==> src/rtl/fp_pkg.sv <==
// Shared floating-point adder definitions: default field widths, exponent
// saturation constant and the normalizer state encoding.
package fp_pkg;

  localparam int SIZE_EXP_DEF = 8;
  localparam int SIZE_MAN_DEF = 24;

  localparam logic [SIZE_EXP_DEF-1:0] EXP_ALL_ONES = '1;

  typedef enum logic [1:0] {
    IDLE  = 2'd0,
    SHIFT = 2'd1,
    DONE  = 2'd2
  } state_t;

endpackage

==> src/rtl/exp_norm_step.sv <==
// One left-normalization iteration: shift the mantissa by one and decrement
// the exponent, or stop as a denormal once the exponent cannot go lower.
module exp_norm_step #(
  parameter int SIZE_EXP = 8,
  parameter int SIZE_MAN = 24
) (
  input  logic [SIZE_EXP-1:0] i_exp,
  input  logic [SIZE_MAN-1:0] i_man,
  output logic [SIZE_EXP-1:0] o_exp,
  output logic [SIZE_MAN-1:0] o_man,
  output logic                o_done,
  output logic                o_underflow
);

  localparam logic [SIZE_EXP-1:0] EXP_ONE = {{(SIZE_EXP-1){1'b0}}, 1'b1};

  logic [SIZE_MAN-1:0] man_shifted;

  always_comb begin
    man_shifted = i_man << 1;
    o_exp       = i_exp - EXP_ONE;
    o_man       = man_shifted;
    o_done      = man_shifted[SIZE_MAN-1];
    o_underflow = 1'b0;
    // Exponent 1 is the smallest normal; further shifting would wrap it.
    if (i_exp <= EXP_ONE) begin
      o_exp       = '0;
      o_man       = i_man;
      o_done      = 1'b1;
      o_underflow = 1'b1;
    end
  end

endmodule

==> src/rtl/exp_normalizer.sv <==
// Post-add normalization: handles carry-out, zero and leading zeros of the
// raw mantissa sum, one left shift per cycle, with valid/ready on both sides.
module exp_normalizer
  import fp_pkg::*;
#(
  parameter int SIZE_EXP = SIZE_EXP_DEF,
  parameter int SIZE_MAN = SIZE_MAN_DEF
) (
  input  logic                        i_clk,
  input  logic                        i_rst,
  input  logic                        i_valid,
  output logic                        o_ready,
  input  logic [SIZE_EXP-1:0]         i_exp_greater,
  input  logic [SIZE_MAN:0]           i_man_sum,
  output logic                        o_valid,
  input  logic                        i_ready,
  output logic [SIZE_EXP-1:0]         o_exp,
  output logic [SIZE_MAN-1:0]         o_man,
  output logic [$clog2(SIZE_MAN)-1:0] o_shift_count,
  output logic                        o_zero,
  output logic                        o_overflow,
  output logic                        o_underflow,
  output logic [1:0]                  o_dbg_state
);

  // Handshake: a transfer happens on a rising edge where valid && ready.
  // o_ready and o_valid are decoded purely from the state register.

  localparam int SHW = $clog2(SIZE_MAN);
  localparam logic [SIZE_EXP-1:0] EXP_MAX = {SIZE_EXP{1'b1}};

  state_t              state_q, state_d;
  logic [SIZE_EXP-1:0] exp_q, exp_d;
  logic [SIZE_MAN-1:0] man_q, man_d;
  logic [SHW-1:0]      shift_q, shift_d;
  logic                zero_q, zero_d;
  logic                ovf_q, ovf_d;
  logic                unf_q, unf_d;

  logic [SIZE_EXP-1:0] exp_inc;
  logic [SIZE_EXP-1:0] step_exp;
  logic [SIZE_MAN-1:0] step_man;
  logic                step_done;
  logic                step_unf;

  assign exp_inc = i_exp_greater + {{(SIZE_EXP-1){1'b0}}, 1'b1};

  exp_norm_step #(
    .SIZE_EXP (SIZE_EXP),
    .SIZE_MAN (SIZE_MAN)
  ) u_step (
    .i_exp       (exp_q),
    .i_man       (man_q),
    .o_exp       (step_exp),
    .o_man       (step_man),
    .o_done      (step_done),
    .o_underflow (step_unf)
  );

  always_comb begin
    state_d = state_q;
    exp_d   = exp_q;
    man_d   = man_q;
    shift_d = shift_q;
    zero_d  = zero_q;
    ovf_d   = ovf_q;
    unf_d   = unf_q;
    unique case (state_q)
      IDLE: begin
        if (i_valid) begin
          shift_d = '0;
          zero_d  = 1'b0;
          ovf_d   = 1'b0;
          unf_d   = 1'b0;
          state_d = DONE;
          if (i_man_sum == '0) begin
            exp_d  = '0;
            man_d  = '0;
            zero_d = 1'b1;
          end else if (i_man_sum[SIZE_MAN]) begin
            // Carry into the all-ones exponent saturates to infinity.
            if (exp_inc == EXP_MAX || i_exp_greater == EXP_MAX) begin
              exp_d = EXP_MAX;
              man_d = '0;
              ovf_d = 1'b1;
            end else begin
              exp_d = exp_inc;
              man_d = i_man_sum[SIZE_MAN:1];
            end
          end else begin
            exp_d = i_exp_greater;
            man_d = i_man_sum[SIZE_MAN-1:0];
            if (!i_man_sum[SIZE_MAN-1]) begin
              state_d = SHIFT;
            end
          end
        end
      end
      SHIFT: begin
        exp_d = step_exp;
        man_d = step_man;
        if (step_unf) begin
          unf_d = 1'b1;
        end else begin
          shift_d = shift_q + {{(SHW-1){1'b0}}, 1'b1};
        end
        if (step_done) begin
          state_d = DONE;
        end
      end
      DONE: begin
        if (i_ready) begin
          state_d = IDLE;
          zero_d  = 1'b0;
          ovf_d   = 1'b0;
          unf_d   = 1'b0;
        end
      end
      default: state_d = IDLE;
    endcase
  end

  always_ff @(posedge i_clk) begin
    if (i_rst) begin
      state_q <= IDLE;
      exp_q   <= '0;
      man_q   <= '0;
      shift_q <= '0;
      zero_q  <= 1'b0;
      ovf_q   <= 1'b0;
      unf_q   <= 1'b0;
    end else begin
      state_q <= state_d;
      exp_q   <= exp_d;
      man_q   <= man_d;
      shift_q <= shift_d;
      zero_q  <= zero_d;
      ovf_q   <= ovf_d;
      unf_q   <= unf_d;
    end
  end

  assign o_ready       = (state_q == IDLE);
  assign o_valid       = (state_q == DONE);
  assign o_exp         = exp_q;
  assign o_man         = man_q;
  assign o_shift_count = shift_q;
  assign o_zero        = zero_q;
  assign o_overflow    = ovf_q;
  assign o_underflow   = unf_q;
  assign o_dbg_state   = state_q;

endmodule

==> config.mk <==
export PLATFORM = sky130hd
export DESIGN_NAME = exp_normalizer
export DESIGN_NICKNAME = d
export VERILOG_FILES = /design/src/rtl/fp_pkg.sv /design/src/rtl/exp_norm_step.sv /design/src/rtl/exp_normalizer.sv
export SDC_FILE = /design/constraint.sdc
export NUM_CORES = 1
export LEC_CHECK = 0
export BUFFER_PORTS_ARGS = -buffer_cell sky130_fd_sc_hd__buf_2
export CAP_MARGIN = 20
export CORE_MARGIN = 2
export CORE_UTILIZATION = 55
export CTS_CLUSTER_DIAMETER = 60
export DETAILED_ROUTE_END_ITERATION = 8
export PLACE_DENSITY = 0.91
export SLEW_MARGIN = 20
export SYNTH_ARGS = -nofsm -noshare
export SYNTH_HDL_FRONTEND = slang
export SYNTH_SLANG_ARGS = --single-unit
==> constraint.sdc <==
create_clock -name i_clk -period 5.65 [get_ports i_clk]
set_input_delay 0.565 -clock i_clk [delete_from_list [all_inputs] [get_ports i_clk]]
set_output_delay 0.565 -clock i_clk [all_outputs]
set_load 0.05 [all_outputs]
==> results of run 1 <==
synth_stat cells (7+ instances only):
master    instances
a21oi_1          34
nor4_1            7
nor2_1           75
o21ai_0          30
buf_2             8
a211oi_1          8
nand2_1          15
a31oi_1           9
dfxtp_1          42
nand3_1           9
clkbuf_1         17
mux2i_1          24
a211oi_2         18
report_power, final:
part / internal [W] / switching (W)
logic: 0.000106 / 0.000254
clock network: 0.0000885 / 0.000117
registers: 0.000326 / 0.0000327
sequential cells by signal, summed over array words and instances (netlist names):
name / flops
o_zero: 1
o_overflow: 1
o_shift_count: 5
o_dbg_state: 2
o_exp: 8
o_underflow: 1
o_man: 24
cell type report:
cell class	count	share of cell area (%)
multi-input cells	296	56.01
repair buffers	83	12.69
flip-flops and latches	42	25.23
clock inverters	3	0.7132
clock buffers	5	2.065
inverters	6	0.6757
well taps	70	2.628
routing by layer:
layer	share of wire [%]	up-vias	GRT usage, %
met5	0	-	0
met4	1.6	0	8.000
met3	9.4	14	4.976
met2	47	161	42.83
met1	42	1405	36.15
li1	-	1473	-
tightest hold or removal path, stage by stage, from the launching register on:
cell	delay, ns
dfxtp_1	0.31
o21ai_0	0.06
a21oi_1	0.06
how the worst max path moves through the flow:
stage / endpoint / cells past startpoint
6_report: o_shift_count[3] / 8
4_1_cts: o_shift_count[3] / 8
2_1_floorplan: o_man[10] / 8
3_5_place_dp: o_shift_count[3] / 6
3_3_place_gp: o_shift_count[4] / 6
5_1_grt: o_shift_count[3] / 8
metrics by stage:
stage	hold WS [ns]	total power (W)
3_3_place_gp	0.4655	0.0007148
3_5_place_dp	0.4670	0.0007219
5_1_grt	0.5094	0.0009695
4_1_cts	0.4792	0.0009239
2_1_floorplan	0.6629	0.0006398
6_report	0.4816	0.0009245
cells by family after synthesis:
family          after synthesis  share of synthesized area, %
simple gates                139                         22.34
compound gates              118                         28.88
flops                        42                         29.27
buf+inv                      36                         5.836
mux                          25                         8.754
xor+xnor                      9                         2.744
fa+ha+maj                     5                         2.178
==> flow_summary_export.csv, run 1 <==
group,metric,value,unit
sta,hold_violations,0,
clock_tree,clockRootBuffer,"clkbuf_8",
final_layout,multi_input_area,0.001867,mm^2
final_layout,fillers,441,
worst_setup_path,critPathLaunch,"o_exp[0]",
synthesis,synth_edf_count,0,
clock_tree,cts_tree,"done",
placed_design,dp_hpwl,5.503,mm
drt,drc_errors,0,
sta,timing.final.ws_setup,2.780,ns
worst_setup_path,cp-start-kind,"register",
sta,fmax,0.3485,GHz
worst_setup_path,crit_fanout,28,
synthesis,avgSynthCellArea,7.681,um^2
floorplanning,dieArea,0.005817,mm^2
worst_setup_path,crit_buf_inv,1,
clock_tree,cts.clk_slew.worst_paths,0.09,ns
final_layout,mostFrequentLayoutCell,"buf_2",
floorplanning,ios,81,
final_layout,diodes,0,
sta,fin_tns_setup,0,ns
floorplanning,placementRows,26,
synthesis,synthesis.area,0.002873,mm^2
worst_hold_path,hp-class,"reg2reg",
worst_setup_path,slowest_stage,"nand2_1",
outcome,outcome,"finished, final reports clean",
global_route,grtUsageTotal,26.56,%
worst_hold_path,min_path_cells,2,
final_layout,final_cell_count_no_fill,505,
worst_hold_path,hold_path_end,"o_zero",
drt,num_vias,3053,
floorplanning,start_util,56.61,%
power_and_ir_drop,leakage,1.454,nW
worst_setup_path,crit_chain,"inv_1, ha_1, o21bai_1, o31ai_4, nand2_1, nand4_1, xor2_1, nor2_1",
clock_tree,clk_latency,0.30,ns
final_layout,final_nets,476,
global_route,grt_pass1_wl,13.02,mm
clock_tree,post_cts_resized,0,
drt,drt_iter0_markers,284,
final_layout,seqCellArea,840.8,um^2
synthesis,yosys.area.top_type_share,29.27,%
placed_design,gp_congestion,0.9229,
drt,viasPerCell,6.046,
worst_setup_path,max_stage_delay,0.71,ns
worst_setup_path,r2r-end,"o_shift_count[3]",
final_layout,syn_to_final_growth,16.03,%
placed_design,pre_cts_ws,2.828,ns
sta,setup_violations,0,
clock_tree,numCtsBuffers,5,
worst_setup_path,r2r-start,"o_exp[0]",
final_layout,fin_area,0.003333,mm^2
synthesis,syn-num-nets,416,
power_and_ir_drop,p_per_area,277.4,mW/mm^2
synthesis,netlist_top_cells_area,"dfxtp_1 29%, nor2_1 9.8%, mux2i_1 8.4%, a211oi_2 7.8%, a21oi_1 5.9%",
floorplanning,die_h,76.27,um
synthesis,ys_types,47,
worst_setup_path,r2r_cells,8,
clock_tree,cts.hold.buffers_added,0,
worst_setup_path,crit_type,"reg2reg",
synthesis,synth_top_area_cell,"dfxtp_1",
floorplanning,dieWidth,76.27,um
placed_design,placed_area,0.003241,mm^2
sta,drv_slew,0,
worst_setup_path,cp_data_required_time,5.86,ns
worst_setup_path,critPathTopFamily,"simple AND/OR/NAND/NOR gates",
worst_setup_path,end_kind,"register",
worst_hold_path,hold_start,"o_zero",
drt,drt_wl_total,7.709,mm
global_route,antenna_found_initial,0,
synthesis,synth_warnings,0,
final_layout,most-common-layout-cells,"80 x buf_2, 75 x nor2_1, 42 x dfxtp_1",
synthesis,async_flop_share,0,%
final_layout,drive_above_1_share,26.21,%
floorplanning,coreArea,0.005075,mm^2
drt,wl_per_cell,15.27,um
job,drv_cap,0,
global_route,grt_pass1_vias,2745,
placed_design,port_buffers,80,
clock_tree,htreeDepth,2,
sta,fin_crit_sh,50.79,%
placed_design,placedCellCount,497,
power_and_ir_drop,vdd.ir_drop.worst,0.0001585,V
clock_tree,postCtsSetupRepairBufs,0,
sta,finalCriticalPeriod,2.870,ns
sta,rsz0062_at_grt,"false",
global_route,grt_max_degree,41,
drt,drt_pass1_iterations,5,
sta,tightest_slew,0.9521,ns
clock_tree,numClockSinks,42,
synthesis,synth_ff_type,"dfxtp_1",
synthesis,synthCells,374,
drt,ant_nets,0,
clock_tree,cts.path.max_buffers,2,
global_route,grt-ovfl-total,0,
synthesis,ys_seq_area_share,29.27,%
synthesis,ys_ff_latch,42,
sta,relSlewSlack,36.37,%
sta,fin_skew,0.01031,ns
worst_setup_path,r2r_setup_slack,2.78,ns
final_layout,post-route-util,65.68,%
worst_setup_path,critPathArrivalTime,3.08,ns
No activity file was read; power rests on OpenSTA's default activity.
==> inputs of run 2 (changes only) <==
Settings changed: ABC_AREA from default to 1, CORE_UTILIZATION 55 to 52, PLACE_DENSITY 0.91 to 0.87.
Clock period 5.65 ns to 2.9 ns, I/O delays scaled along.
==> flow_summary_export.csv, run 2 <==
group,metric,value,unit
global_route,grt_use_met3,3.605,%
placed_design,placed_area,0.003110,mm^2
floorplanning,dieWidth,77.34,um
sta,drv_slew,0,
worst_setup_path,critPathArrivalTime,2.35,ns
synthesis,yosysMostFrequentCell,"nand2_1",
global_route,met1_usage,29.43,%
sta,fmax,0.4684,GHz
synthesis,yosys.area.top_type_share,30.07,%
sta,setup_violations,0,
clock_tree,post_cts_resized,0,
power_and_ir_drop,vdd.ir_drop.worst,0.0004453,V
worst_setup_path,crit_chain,"inv_1, ha_1, nor2_1, nor2_1, nand2_1, nand2_2, nand2_4, inv_2, a21oi_1, a21oi_1",
clock_tree,clk_latency,0.29,ns
clock_tree,htreeDepth,2,
worst_setup_path,r2r-start,"o_exp[0]",
worst_setup_path,cp-start-kind,"register",
synthesis,synthCells,437,
synthesis,synth_ff_type,"dfxtp_1",
global_route,grt-busiest-layer,"met2",
outcome,outcome,"finished, final reports clean",
global_route,antenna_found_initial,0,
clock_tree,cts.hold.buffers_added,0,
final_layout,final_nets,545,
worst_hold_path,hp-class,"in2reg",
drt,drt_pass1_iterations,5,
job,drv_cap,0,
drt,drt_wl_total,7.531,mm
synthesis,synth_warnings,0,
worst_hold_path,min_path_cells,2,
synthesis,avgSynthCellArea,6.399,um^2
placed_design,port_buffers,80,
sta,hold_violations,0,
worst_hold_path,hold_start,"i_rst",
drt,drc_errors,0,
drt,ant_nets,0,
global_route,grt-ovfl-total,0,
sta,rsz0062_at_grt,"false",
worst_setup_path,cp_data_required_time,3.12,ns
sta,fin_crit_sh,73.62,%
worst_hold_path,hold_path_end,"o_man[0]",
clock_tree,clockRootBuffer,"clkbuf_8",
worst_setup_path,crit_fanout,31,
worst_setup_path,critPathTopFamily,"simple AND/OR/NAND/NOR gates",
clock_tree,cts.path.max_buffers,2,
floorplanning,placementRows,26,
global_route,grt_max_degree,33,
worst_setup_path,crit_buf_inv,2,
drt,viasPerCell,5.558,
floorplanning,dieArea,0.005981,mm^2
floorplanning,start_util,54.41,%
synthesis,syn-num-nets,479,
drt,num_vias,3185,
drt,wl_per_cell,13.14,um
final_layout,most-common-layout-cells,"80 x buf_2, 70 x nand2_1, 66 x a21oi_1",
floorplanning,coreArea,0.005140,mm^2
drt,drt_iter0_markers,285,
clock_tree,cts_tree,"done",
power_and_ir_drop,p_per_area,603.9,mW/mm^2
final_layout,drive_above_1_share,21.07,%
final_layout,mostFrequentLayoutCell,"buf_2",
synthesis,ys_top_cells_by_count,"70 x nand2_1, 66 x a21oi_1, 62 x nor2_1",
clock_tree,numClockSinks,42,
sta,tightest_slew,0.8092,ns
synthesis,async_flop_share,0,%
worst_setup_path,r2r_setup_slack,0.77,ns
synthesis,ys_seq_area_share,30.07,%
worst_setup_path,slowest_stage,"inv_2",
sta,relSlewSlack,45.99,%
final_layout,syn_to_final_growth,14.05,%
floorplanning,ios,81,
final_layout,diodes,0,
final_layout,fin_area,0.003189,mm^2
power_and_ir_drop,leakage,1.621,nW
global_route,grt_pass1_wl,11.87,mm
synthesis,ys_types,33,
worst_setup_path,max_stage_delay,0.38,ns
synthesis,ys_ff_latch,42,
clock_tree,cts.clk_slew.worst_paths,0.08,ns
final_layout,largest_reg_flops,24,
clock_tree,postCtsSetupRepairBufs,0,
synthesis,netlist_top_cells_area,"dfxtp_1 30%, a21oi_1 12%, nand2_1 9.4%, o21ai_0 9.1%, nor2_1 8.3%",
synthesis,synthesis.area,0.002796,mm^2
worst_setup_path,r2r-end,"o_man[10]",
global_route,met2_usage,42.78,%
global_route,grt_pass1_vias,2692,
placed_design,gp_congestion,0.9190,
worst_setup_path,end_kind,"register",
placed_design,dp_hpwl,5.618,mm
synthesis,synth_top_area_cell,"dfxtp_1",
worst_setup_path,crit_type,"reg2reg",
global_route,grtUsageTotal,24.06,%
worst_setup_path,r2r_cells,10,
sta,finalCriticalPeriod,2.135,ns
floorplanning,die_h,77.34,um
sta,fin_tns_setup,0,ns
sta,fin_skew,0.004778,ns
synthesis,synth_edf_count,0,
clock_tree,numCtsBuffers,5,
run 2: layout make-up:
type	count	area, um^2
clock buffers	5	68.82
clock inverters	2	10.01
fillers	510	1951
inverters	40	150.1
multi-input cells	333	1624
flip-flops and latches	42	840.8
well taps	70	87.58
repair buffers	81	407.9
run 2: worst reg2reg max path: cells and delay by family, from the launching register on:
kind,cells,cell delay (ns)
simple gates,5,0.71
buf+inv,2,0.51
flops,1,0.35
compound gates,2,0.25
fa+ha+maj,1,0.22
run 2: cell families (layout without fill, tap and decap cells):
kind of cell | Yosys count | in the layout | synth area share, %
fa+ha+maj | 5 | 5 | 2.237
buf+inv | 62 | 128 | 11.86
xor+xnor | 4 | 4 | 1.253
flops | 42 | 42 | 30.07
compound gates | 127 | 127 | 23.45
simple gates | 197 | 197 | 31.14
run 2: worst max path at each step:
stage / from / endpoint / slack, ns / depth (start not counted)
finish: o_exp[0] / o_man[10] / 0.77 / 10
global route: o_exp[0] / o_man[4] / 0.56 / 10
CTS: o_exp[0] / o_man[10] / 0.80 / 10
detailed placement: i_man_sum[24] / o_exp[6] / 0.82 / 11
global placement: i_man_sum[24] / o_exp[2] / 0.85 / 6
floorplan: o_dbg_state[1] / o_exp[3] / 0.51 / 9
run 2: per-layer routing:
metal	part of all wire, %	vias up
li1	-	1589
met1	41	1439
met2	50	139
met3	6.0	18
met4	2.6	0
met5	0	-
run 2: metrics by stage:
stage	hold WS, ns	setup slack (ns)	total power (W)	cells	util, %
6_report	0.2930	0.7652	0.001926	573	62.05
5_1_grt	0.3017	0.5563	0.002023	573	62.05
4_1_cts	0.2917	0.7995	0.001921	573	62.05
3_5_place_dp	0.4616	0.8207	0.001568	566	60.52
3_3_place_gp	0.4415	0.8461	0.001552	566	60.52
2_1_floorplan	0.5098	0.5086	0.001394	437	-
run 2: power by group:
part	switching [W]	internal (W)
sequential	0.0000745	0.000655
clock	0.000201	0.000162
combinational	0.000615	0.000219
total	0.000890	0.00104
